## src/rtl/inst_loader.sv

```systemverilog
// Buffers a host program (valid/ready beats, ends on s_last) and replays it to the PE instruction memory.
// Latency: first im beat one cycle after the s_last handshake, then one beat per cycle with no bubbles.
// Backpressure: s_ready is low for the whole issue burst and execution window.
module inst_loader #(
    parameter int INST_WIDTH    = 64,
    parameter int IM_ADDR_WIDTH = 4,
    parameter int EXEC_EXTRA    = 4
) (
    input  logic                     clk,
    input  logic                     rst_n,
    input  logic                     s_valid,
    output logic                     s_ready,
    input  logic [INST_WIDTH-1:0]    s_inst,
    input  logic                     s_last,
    output logic                     im_valid,
    output logic [INST_WIDTH-1:0]    im_inst,
    output logic                     busy,
    output logic                     done,
    output logic                     err_ovf,
    output logic [IM_ADDR_WIDTH:0]   prog_len
);

    localparam int DEPTH = 2 ** IM_ADDR_WIDTH;
    localparam int CW    = IM_ADDR_WIDTH + 1;

    typedef enum logic [1:0] {IDLE, LOAD, ISSUE, EXEC} state_t;

    state_t                   state;
    state_t                   state_nxt;
    logic [INST_WIDTH-1:0]    mem [DEPTH];
    logic [IM_ADDR_WIDTH-1:0] wr_ptr;
    logic [CW-1:0]            count;
    logic [CW-1:0]            count_nxt;
    logic [CW-1:0]            rd_ptr;
    logic [8:0]               exec_cnt;
    logic [8:0]               exec_last;
    logic                     empty_done;
    logic                     accept;
    logic                     inst_nz;
    logic                     buf_full;
    logic                     do_write;
    logic                     ovf_drop;
    logic                     last_beat;
    logic                     prog_nonempty;
    logic                     issue_end;
    logic                     exec_end;

    assign s_ready       = (state == IDLE) || (state == LOAD);
    assign busy          = (state == ISSUE) || (state == EXEC);
    assign accept        = s_valid & s_ready;
    assign inst_nz       = |s_inst;
    assign buf_full      = (count == CW'(DEPTH));
    assign do_write      = accept & inst_nz & ~buf_full;
    assign ovf_drop      = accept & inst_nz & buf_full;
    assign count_nxt     = count + CW'(do_write);
    assign last_beat     = accept & s_last;
    assign prog_nonempty = (count_nxt != '0);
    assign issue_end     = (state == ISSUE) && (rd_ptr == prog_len);
    assign exec_last     = 9'(prog_len) + 9'(EXEC_EXTRA) - 9'd1;
    assign exec_end      = (state == EXEC) && (exec_cnt == exec_last);
    assign done          = empty_done | exec_end;

    always_ff @(posedge clk or negedge rst_n) begin
        if (!rst_n) begin
            state <= IDLE;
        end else begin
            state <= state_nxt;
        end
    end

    always_comb begin
        state_nxt = state;
        case (state)
            IDLE: begin
                if (last_beat) begin
                    state_nxt = prog_nonempty ? ISSUE : IDLE;
                end else if (accept) begin
                    state_nxt = LOAD;
                end
            end
            LOAD: begin
                if (last_beat) begin
                    state_nxt = prog_nonempty ? ISSUE : IDLE;
                end
            end
            ISSUE: begin
                if (issue_end) begin
                    state_nxt = EXEC;
                end
            end
            EXEC: begin
                if (exec_end) begin
                    state_nxt = IDLE;
                end
            end
            default: state_nxt = IDLE;
        endcase
    end

    // Program storage is deliberately left unreset; only the pointers define validity.
    always_ff @(posedge clk) begin
        if (do_write) begin
            mem[wr_ptr] <= s_inst;
        end
    end

    always_ff @(posedge clk or negedge rst_n) begin
        if (!rst_n) begin
            wr_ptr     <= '0;
            count      <= '0;
            rd_ptr     <= '0;
            exec_cnt   <= '0;
            prog_len   <= '0;
            err_ovf    <= 1'b0;
            im_valid   <= 1'b0;
            im_inst    <= '0;
            empty_done <= 1'b0;
        end else begin
            empty_done <= last_beat & ~prog_nonempty;
            if (ovf_drop) begin
                err_ovf <= 1'b1;
            end
            if (do_write) begin
                wr_ptr <= wr_ptr + IM_ADDR_WIDTH'(1);
                count  <= count_nxt;
            end
            if (last_beat) begin
                prog_len <= count_nxt;
            end
            case (state)
                IDLE, LOAD: begin
                    // When the last beat is also the first stored one, bypass the buffer write.
                    if (last_beat && prog_nonempty) begin
                        im_valid <= 1'b1;
                        im_inst  <= (count == '0) ? s_inst : mem[0];
                        rd_ptr   <= CW'(1);
                    end
                end
                ISSUE: begin
                    if (issue_end) begin
                        im_valid <= 1'b0;
                        im_inst  <= '0;
                        exec_cnt <= '0;
                    end else begin
                        im_inst <= mem[rd_ptr[IM_ADDR_WIDTH-1:0]];
                        rd_ptr  <= rd_ptr + CW'(1);
                    end
                end
                EXEC: begin
                    if (exec_end) begin
                        wr_ptr   <= '0;
                        count    <= '0;
                        rd_ptr   <= '0;
                        exec_cnt <= '0;
                    end else begin
                        exec_cnt <= exec_cnt + 9'd1;
                    end
                end
                default: ;
            endcase
        end
    end

endmodule

```

## config.mk

```make
export PLATFORM = sky130hd
export DESIGN_NAME = inst_loader
export DESIGN_NICKNAME = d
export VERILOG_FILES = /design/src/rtl/inst_loader.sv
export SDC_FILE = /design/constraint.sdc
export NUM_CORES = 1
export LEC_CHECK = 0
export BUFFER_PORTS_ARGS = -buffer_cell sky130_fd_sc_hd__buf_2
export CAP_MARGIN = 20
export CORE_MARGIN = 3
export CORE_UTILIZATION = 45
export CTS_CLUSTER_DIAMETER = 50
export DETAILED_ROUTE_END_ITERATION = 8
export SLEW_MARGIN = 20
export SYNTH_ARGS = -nofsm -noshare
export SYNTH_HDL_FRONTEND = slang
export SYNTH_SLANG_ARGS = --single-unit
```

## constraint.sdc

```tcl
create_clock -name clk -period 7.2 [get_ports clk]
set_input_delay 1.44 -clock clk [delete_from_list [all_inputs] [get_ports clk]]
set_output_delay 1.44 -clock clk [all_outputs]
set_load 0.02 [all_outputs]
```

# ---- Word-level counts from Yosys, hierarchy flattened
# Memory sizes are Yosys's and may differ from the RTL's.
# Index checks and enable logic that the tools add are counted.
dict set report classes {
  n_addsub 6
  mul 0
  n_div 0
  n_lt_le_gt_ge 0
  n_eq_ne 12
  n_shift 0
  muxes 29
  bitwise_logic 9
  reduce_logical 17
}
# op count
set ops {}
lappend ops {{two-way mux 64 bit} 3}
lappend ops {{case mux 64 bit (2 select lines)} 1}
lappend ops {{OR reduction 64 bit} 1}
lappend ops {{two-way mux 5 bit} 6}
lappend ops {{two-way mux 9 bit} 2}
lappend ops {{case mux 9 bit (2 select lines)} 1}
lappend ops {{case mux 5 bit (3 select lines)} 1}
lappend ops {{two-way mux 2 bit} 6}
lappend ops {{two-way mux 4 bit} 3}
lappend ops {{!= test 2 bit (second input constant)} 5}
lappend ops {{adder 9 x 1 -> 9 bit (second input constant)} 1}
lappend ops {{== test 9 bit} 1}
lappend ops {{case mux 2 bit (4 select lines)} 1}
lappend ops {{subtractor 6 x 1 -> 7 bit (second input constant)} 1}
lappend ops {{adder 5 x 3 -> 6 bit (second input constant)} 1}
lappend ops {{bitwise AND 1 bit} 6}
lappend ops {{AND reduction 3 bit} 2}
lappend ops {{adder 5 x 1 -> 5 bit} 1}
lappend ops {{adder 5 x 1 -> 5 bit (second input constant)} 1}
lappend ops {{== test 5 bit} 1}
lappend ops {{== test 5 bit (second input constant)} 1}
lappend ops {{zero test 5 bit} 1}
lappend ops {{nonzero test 5 bit} 1}
lappend ops {{adder 4 x 1 -> 4 bit (second input constant)} 1}
lappend ops {{other kinds (14)} 24}
dict set report totals {
  register_bits 97
  latch_bits 0
  mem_bits_rw 1024
  rom_bits 0
  out_inout_bits 74
  memories 1
}
# name depth word_bits rd rd_ports_with_merged_regs write_ports line
set memory_table {}
lappend memory_table {mem 16 64 2 0 1 30} ;# logic [INST_WIDTH-1:0] mem [DEPTH];

# ---- Depth between registers and ports, before layout
# Gate-level depths: netlist of run 1.
dict set report depth {
  ltp_word 10
  depth_mapped 14
}

# ---- Least setup slack after synthesis of run 1
# OpenSTA, ideal clock, no wires.
dict set report synth_path {
  kind {input to register}
  start {input port s_valid}
  end {memory mem[4][0], enable pin}
  arrival_ps 6614
  required_time_ps 6635
  setup_slack_ps 22
  stages 5
  path_cell_list {nor2b_1 > nand2_1 > nor2_1 > nand2_1 > nor3_1}
}
dict set report synth_between {
  elab_chain_len 5
}
# item line
set synth_lines {}
lappend synth_lines {{from (decl)} 11} ;# input logic s_valid,
lappend synth_lines {{bitwise AND 1 bit} 50} ;# assign accept = s_valid & s_ready;
lappend synth_lines {{bitwise AND 1 bit (2 in a row)} 53} ;# assign do_write = accept & inst_nz & ~buf_full;
lappend synth_lines {{two-way mux 1 bit} 102} ;# if (do_write) begin
lappend synth_lines {{two-way mux 1 bit (implied by the code)} 103} ;# mem[wr_ptr] <= s_inst;
lappend synth_lines {{to (decl)} 30}
# No other way between the ends.

# ---- Final worst setup path of run 1
dict set report layout_path {
  start {input port s_inst[2]}
  end {register rd_ptr[0]}
}
dict set report layout_between {
  elab_chain_len 8
}
# item line
set layout_lines {}
lappend layout_lines {{from (decl)} 13} ;# input logic [INST_WIDTH-1:0] s_inst,
lappend layout_lines {{OR reduction 64 bit} 51} ;# assign inst_nz = |s_inst;
lappend layout_lines {{bitwise AND 1 bit (2 in a row)} 53}
lappend layout_lines {{adder 5 x 1 -> 5 bit} 55} ;# assign count_nxt = count + CW'(do_write);
lappend layout_lines {{nonzero test 5 bit} 57} ;# assign prog_nonempty = (count_nxt != '0);
lappend layout_lines {{logical AND 1 bit} 133} ;# if (last_beat && prog_nonempty) begin
lappend layout_lines {{!= test 2 bit (no line)} --}
lappend layout_lines {{AND reduction 3 bit (no line)} --}
lappend layout_lines {{to (signal assigned)} 146} ;# rd_ptr <= rd_ptr + CW'(1);
lappend layout_lines {{to (decl)} 34} ;# logic [CW-1:0] rd_ptr;
# No other way between the ends.
# A chain may end at the register's enable or synchronous reset.

==> results_dict.tcl, run 1 <==
set metrics [dict create \
    core_sq_mm 0.09685 \
    rows 114 \
    required_ns 7.77 \
    yosys-top-cells-count "edfxtp_1 (1024), mux4_2 (320), nand2_1 (143)" \
    grt_max_degree 146 \
    rr_worst_depth 12 \
    syn_inst 2094 \
    drc 0 \
    fin_skew_ns 0.01988 \
    cts-root-buf "clkbuf_16" \
    cts.sinks 1121 \
    power_density_mw_per_mm2 380.0 \
    ctsHoldBuffers 0 \
    rsz0062_at_grt "false" \
    holdCritPathClass "flip-flop to flip-flop" \
    finalCritPeriodShare_pct 75.03 \
    cp-end-kind "flip-flop" \
    ant_nets 0 \
    grt_overflow 0 \
    first_pass_iters 7 \
    status "complete, no violations" \
    htree_levels 3 \
    clk_latency_ns 0.69 \
    ctsResizeCount 0 \
    ys_seq_elements 1121 \
    yosysTopAreaCellShare_pct 69.76 \
    regArea_sq_mm 0.03319 \
    drt_iter0_drc 2071 \
    synth.yosys.seq_area_share_pct 75.27 \
    die_y_microns 319.0 \
    cts_buffers 119 \
    grt_use_total_pct 21.93 \
    fmax_mhz 185.1 \
    io_pins 142 \
    clk_pin_slew_ns 0.06 \
    setup_viol 0 \
    syn_area_sq_mm 0.04408 \
    p_leak_nw 16.22 \
    worst_setup_path_start_kind "input port" \
    async_flop_share_pct 8.653 \
    syn2layout_area_growth_pct 14.53 \
    synth_ff_type "edfxtp_1" \
    finalSetupTns_ns 0 \
    worst-setup-path-type "input port to flip-flop" \
    tightest_slew_ns 1.076 \
    die_area_sq_mm 0.1017 \
    antenna_found_initial 12 \
    drv_cap 0 \
    wire_per_inst_microns 30.21 \
    synth_edf_count 1024 \
    hpwlAfterDp_microns 55290 \
    synth.avg_cell_area_sq_um 21.05 \
    drive_above_1_share_pct 30.72 \
    min_path_cells 2 \
    multi_input_area_sq_mm 0.01047 \
    period_minus_slack_ns 5.402 \
    syn_nets 2171 \
    final_nets 2357 \
    vias_per_cell 5.983 \
    gp_congestion 0.7202 \
    synth_top_cells_by_area "edfxtp_1 (70%), mux4_2 (16%), dfrtp_1 (5.5%)" \
    drv_slew 0 \
    die_x_microns 319.0 \
    hold_ws_ns 0.4777 \
    synth_top_area_cell "edfxtp_1" \
    start_util_pct 45.51 \
    wl_microns 110800 \
    cts_setup_buffers 0 \
    yosysMostFrequentCell "edfxtp_1" \
    cts_tree "done" \
    yosysWarnings 0 \
    final-hold-violation-count 0 \
    critPathMaxFanout 67 \
    grt_pass1_wl_microns 160900 \
    worstPathArrival_ns 5.97 \
    grt_pass1_vias 23003 \
    clockBufferDepth 3 \
    nFillCells 7497 \
    vias 21947 \
    vdd_drop_max_mv 0.2908 \
    relSlewSlack_pct 28.28 \
    r2r_slack_ns 3.03 \
    port_buffers 141 \
    synth_cell_type_count 46 \
]
flip-flops by register name, summed over array words and instances (netlist names):
signal      flops
im_valid        1
mem          1024
prog_len        5
exec_cnt        9
empty_done      1
rd_ptr          5
err_ovf         1
wr_ptr          4
im_inst        64
state           2
count           5
per-layer routing:
| metal | share of wire, % | GRT usage, % | vias up |
|---|---|---|---|
| met5 | 0.042 | 0 | - |
| met4 | 1.9 | 5.638 | 8 |
| met3 | 6.8 | 3.820 | 149 |
| met2 | 51 | 37.18 | 758 |
| met1 | 41 | 29.77 | 11925 |
| li1 | - | - | 9107 |
logic make-up (layout without fill, tap and decap cells):
logic type | count (synthesis) | after routing | synth area share (%)
compound gates | 162 | 162 | 2.756
xor+xnor | 28 | 28 | 0.5564
fa+ha+maj | 9 | 9 | 0.2555
buf+inv | 139 | 431 | 1.294
flops | 1121 | 1121 | 75.27
mux | 323 | 323 | 16.44
other cells | 0 | 6 | 0
simple gates | 312 | 312 | 3.432
final timing paths:
kind | to | startpoint
setup / recovery | rd_ptr[0]$_DFFE_PN0P_ | s_inst[2]
hold / removal | err_ovf$_DFFE_PN0P_ | err_ovf$_DFFE_PN0P_
setup reg to reg | rd_ptr[0]$_DFFE_PN0P_ | count[2]$_DFF_PN0_
hold reg to reg | err_ovf$_DFFE_PN0P_ | err_ovf$_DFFE_PN0P_
max in group asynchronous | rd_ptr[3]$_DFFE_PN0P_ | rst_n
min in group asynchronous | im_inst[23]$_DFFE_PN0P_ | rst_n
critical path, stage by stage:
cell      delay [ns]
buf_2           0.19
nor4_1          0.84
nand4_1         0.44
nor4_2          0.39
buf_4           0.22
nor2_1          0.14
ha_1            0.24
ha_1            0.25
a31o_2          0.28
a31oi_4         0.23
buf_12          0.47
o21bai_1        0.22
or2_4           0.30
mux2_4          0.30
metrics by stage:
| stage | cells | total power, W | area [sq um] | utilization [%] | setup WS [ns] |
|---|---|---|---|---|---|
| CTS | 3662 | 0.01938 | 50470 | 52.11 | 1.895 |
| global placement | 3435 | 0.01312 | 46450 | 47.96 | 1.242 |
| finish | 3668 | 0.01918 | 50480 | 52.12 | 1.798 |
| floorplan | 2094 | 0.01152 | 44080 | - | 0.02165 |
| global route | 3664 | 0.02000 | 50470 | 52.11 | 1.760 |
| detailed placement | 3435 | 0.01320 | 46450 | 47.96 | 1.178 |
area by class of cell:
type,count,area share [%]
Antenna cell,6,0.02974
Clock buffer,153,6.333
Clock inverter,74,1.633
Inverter,12,0.08923
Multi-Input combinational cell,834,20.74
Sequential cell,1121,65.75
Tap cell,1276,3.163
Timing Repair Buffer,192,2.260
power breakdown:
group	switching (W)	internal, W
sequential	0.000451	0.00767
combinational	0.00272	0.00215
clock	0.00254	0.00365
layout by cell type, fill, tap and decap left out, drive strengths merged, types with 4 or more instances in the layout:
cell type  netlist  layout
bufinv           0      14
xnor2           16      16
nand2          143     143
mux4           320     320
ha               9       9
a31oi           66      66
o21ai           12      12
nor2            28      28
nand4            8       8
xor2            12      12
and2             5       5
dfrtp           97      97
nor2b           68      68
nor3            12      12
clkbuf          83     153
o22a            64      64
buf             44     192
diode            0       6
clkinv           0      51
o31ai            4       4
nand3           14      14
edfxtp        1024    1024
or2              4       4
nor4            19      19
and3             4       4
inv             12      18
(Power assumes the default switching activity.)
==> inputs of run 2 (changes only) <==
==> constraint.sdc (replaced) <==
create_clock -name clk -period 5.6 [get_ports clk]
set_input_delay 1.12 -clock clk [delete_from_list [all_inputs] [get_ports clk]]
set_output_delay 1.12 -clock clk [all_outputs]
set_load 0.02 [all_outputs]
==> results_dict.tcl, run 2 (synthesis gave the netlist of run 1 again) <==
set metrics [dict create \
    status "complete, no violations" \
    final_nets 2358 \
    tightest_slew_ns 1.144 \
    preCtsSetupSlack_ns 0.6113 \
    required_ns 4.48 \
    crit_chain "inv_1 -> ha_1 -> or4_4 -> a2111oi_4 -> and2b_2 -> or2_2 -> buf_2" \
    rows 114 \
    ctsHoldBuffers 0 \
    wl_microns 111300 \
    grt_pass1_vias 23312 \
    rr_worst_depth 11 \
    grt_max_degree 124 \
    cp-end-kind "output port" \
    cpMaxStageDelayCell "or4_4" \
    grt_overflow 0 \
    cts_tree "done" \
    die_y_microns 319.0 \
    p_leak_nw 16.27 \
    drt_iter0_drc 2123 \
    die_x_microns 319.0 \
    critPathBufInv 2 \
    p_comb_share_pct 25.8 \
    seq_power_share_pct 42.0 \
    cts_buffers 118 \
    min_path_cells 1 \
    setup_viol 0 \
    drv_cap 0 \
    period_minus_slack_ns 4.384 \
    finalCritPeriodShare_pct 78.29 \
    max_flop_register "mem" \
    p_int_w 0.01743 \
    cp_num_cells 7 \
    first_pass_iters 5 \
    htree_levels 3 \
    switching_share_pct 29.69 \
    grt_use_total_pct 22.12 \
    drv_slew 0 \
    finalSetupTns_ns 0 \
    fin_skew_ns 0.02884 \
    drc 0 \
    holdCritPathClass "flip-flop to flip-flop" \
    vdd_drop_max_mv 0.3929 \
    post-place-cells 3437 \
    mostFrequentLayoutCells "edfxtp_1 (1024), mux4_2 (320), nand2_1 (143), buf_2 (140), clkbuf_16 (120)" \
    ant_nets 0 \
    die_area_sq_mm 0.1017 \
    final-hold-violation-count 0 \
    fmax_mhz 228.1 \
    critPathMaxFanout 13 \
    hold_ws_ns 0.5005 \
    critPathTopFamily "simple AND/OR/NAND/NOR gates" \
    cts-root-buf "clkbuf_16" \
    antenna_found_initial 9 \
    clk_latency_ns 0.70 \
    cts.sinks 1121 \
    fin_ws_ns 1.216 \
    clock_power_share_pct 32.2 \
    grt_pass1_wl_microns 162600 \
    relSlewSlack_pct 23.75 \
    io_pins 142 \
    largestRegisters "mem: 1024 flops, im_inst: 64 flops, exec_cnt: 9 flops" \
    switchingPower_w 0.007360 \
    power_w 0.02479 \
    core_sq_mm 0.09685 \
    power_density_mw_per_mm2 489.4 \
    largest_register_ffs 1024 \
    r2r_slack_ns 1.88 \
    worst_setup_path_start_kind "flip-flop" \
    vias_per_cell 6.001 \
    cts_setup_buffers 0 \
    nFillCells 7545 \
    final_cells 3665 \
    hpwlAfterDp_microns 55030 \
    clockBufferDepth 3 \
    port_buffers 141 \
    rsz0062_at_grt "false" \
    worst-setup-path-type "flip-flop to output port" \
    start_util_pct 45.51 \
    worstPathArrival_ns 3.26 \
    syn2layout_area_growth_pct 14.93 \
    clk_pin_slew_ns 0.06 \
    cpPeakStageDelay_ns 0.54 \
    drive_above_1_share_pct 30.98 \
    final_common_cell "edfxtp_1" \
    ctsResizeCount 0 \
    wire_per_inst_microns 30.37 \
    vias 21993 \
    gp_congestion 0.7496 \
]
run 2: cell type report:
cell class,instances,area [sq um],share of cell area (%)
flip-flops and latches,1121,33190,65.52
multi-input cells,834,10470,20.67
clock buffers,144,3133,6.185
well taps,1276,1597,3.152
repair buffers,194,1331,2.628
clock inverters,77,869.6,1.717
inverters,12,45.04,0.08892
diodes,7,17.52,0.03458
run 2: through the flow:
| step | instance area, sq um | utilization, % |
|---|---|---|
| after floorplan | 44080 | - |
| after global placement | 46640 | 48.15 |
| after detailed placement | 46640 | 48.15 |
| after CTS | 50640 | 52.29 |
| after global routing | 50640 | 52.29 |
| final | 50660 | 52.30 |
run 2: final timing paths:
path                                         start                      end
max reg2reg                     count[2]$_DFF_PN0_   im_inst[5]$_DFFE_PN0P_
min                        im_inst[48]$_DFFE_PN0P_  im_inst[48]$_DFFE_PN0P_
max                        prog_len[0]$_DFFE_PN0P_                     done
min in group asynchronous                    rst_n  im_inst[24]$_DFFE_PN0P_
min reg2reg                im_inst[48]$_DFFE_PN0P_  im_inst[48]$_DFFE_PN0P_
max in group asynchronous                    rst_n  im_inst[56]$_DFFE_PN0P_
run 2: power by group through the flow:
stage               sequential [W]  combinational, W  clock, W
floorplan                   0.0106           0.00422         0
CTS                         0.0104           0.00648   0.00812
detailed placement          0.0106           0.00646         0
finish                      0.0104           0.00639   0.00798
global route                0.0105           0.00685   0.00847
global placement            0.0106           0.00636         0
run 2: metal layers:
metal  GRT usage, %  vias up  routed length (microns)
met3          4.239      138                     7479
li1               -     9093                        -
met4          5.638        4                     2278
met5              0        -                       25
met1          29.97    11952                    45110
met2          37.29      806                    56400
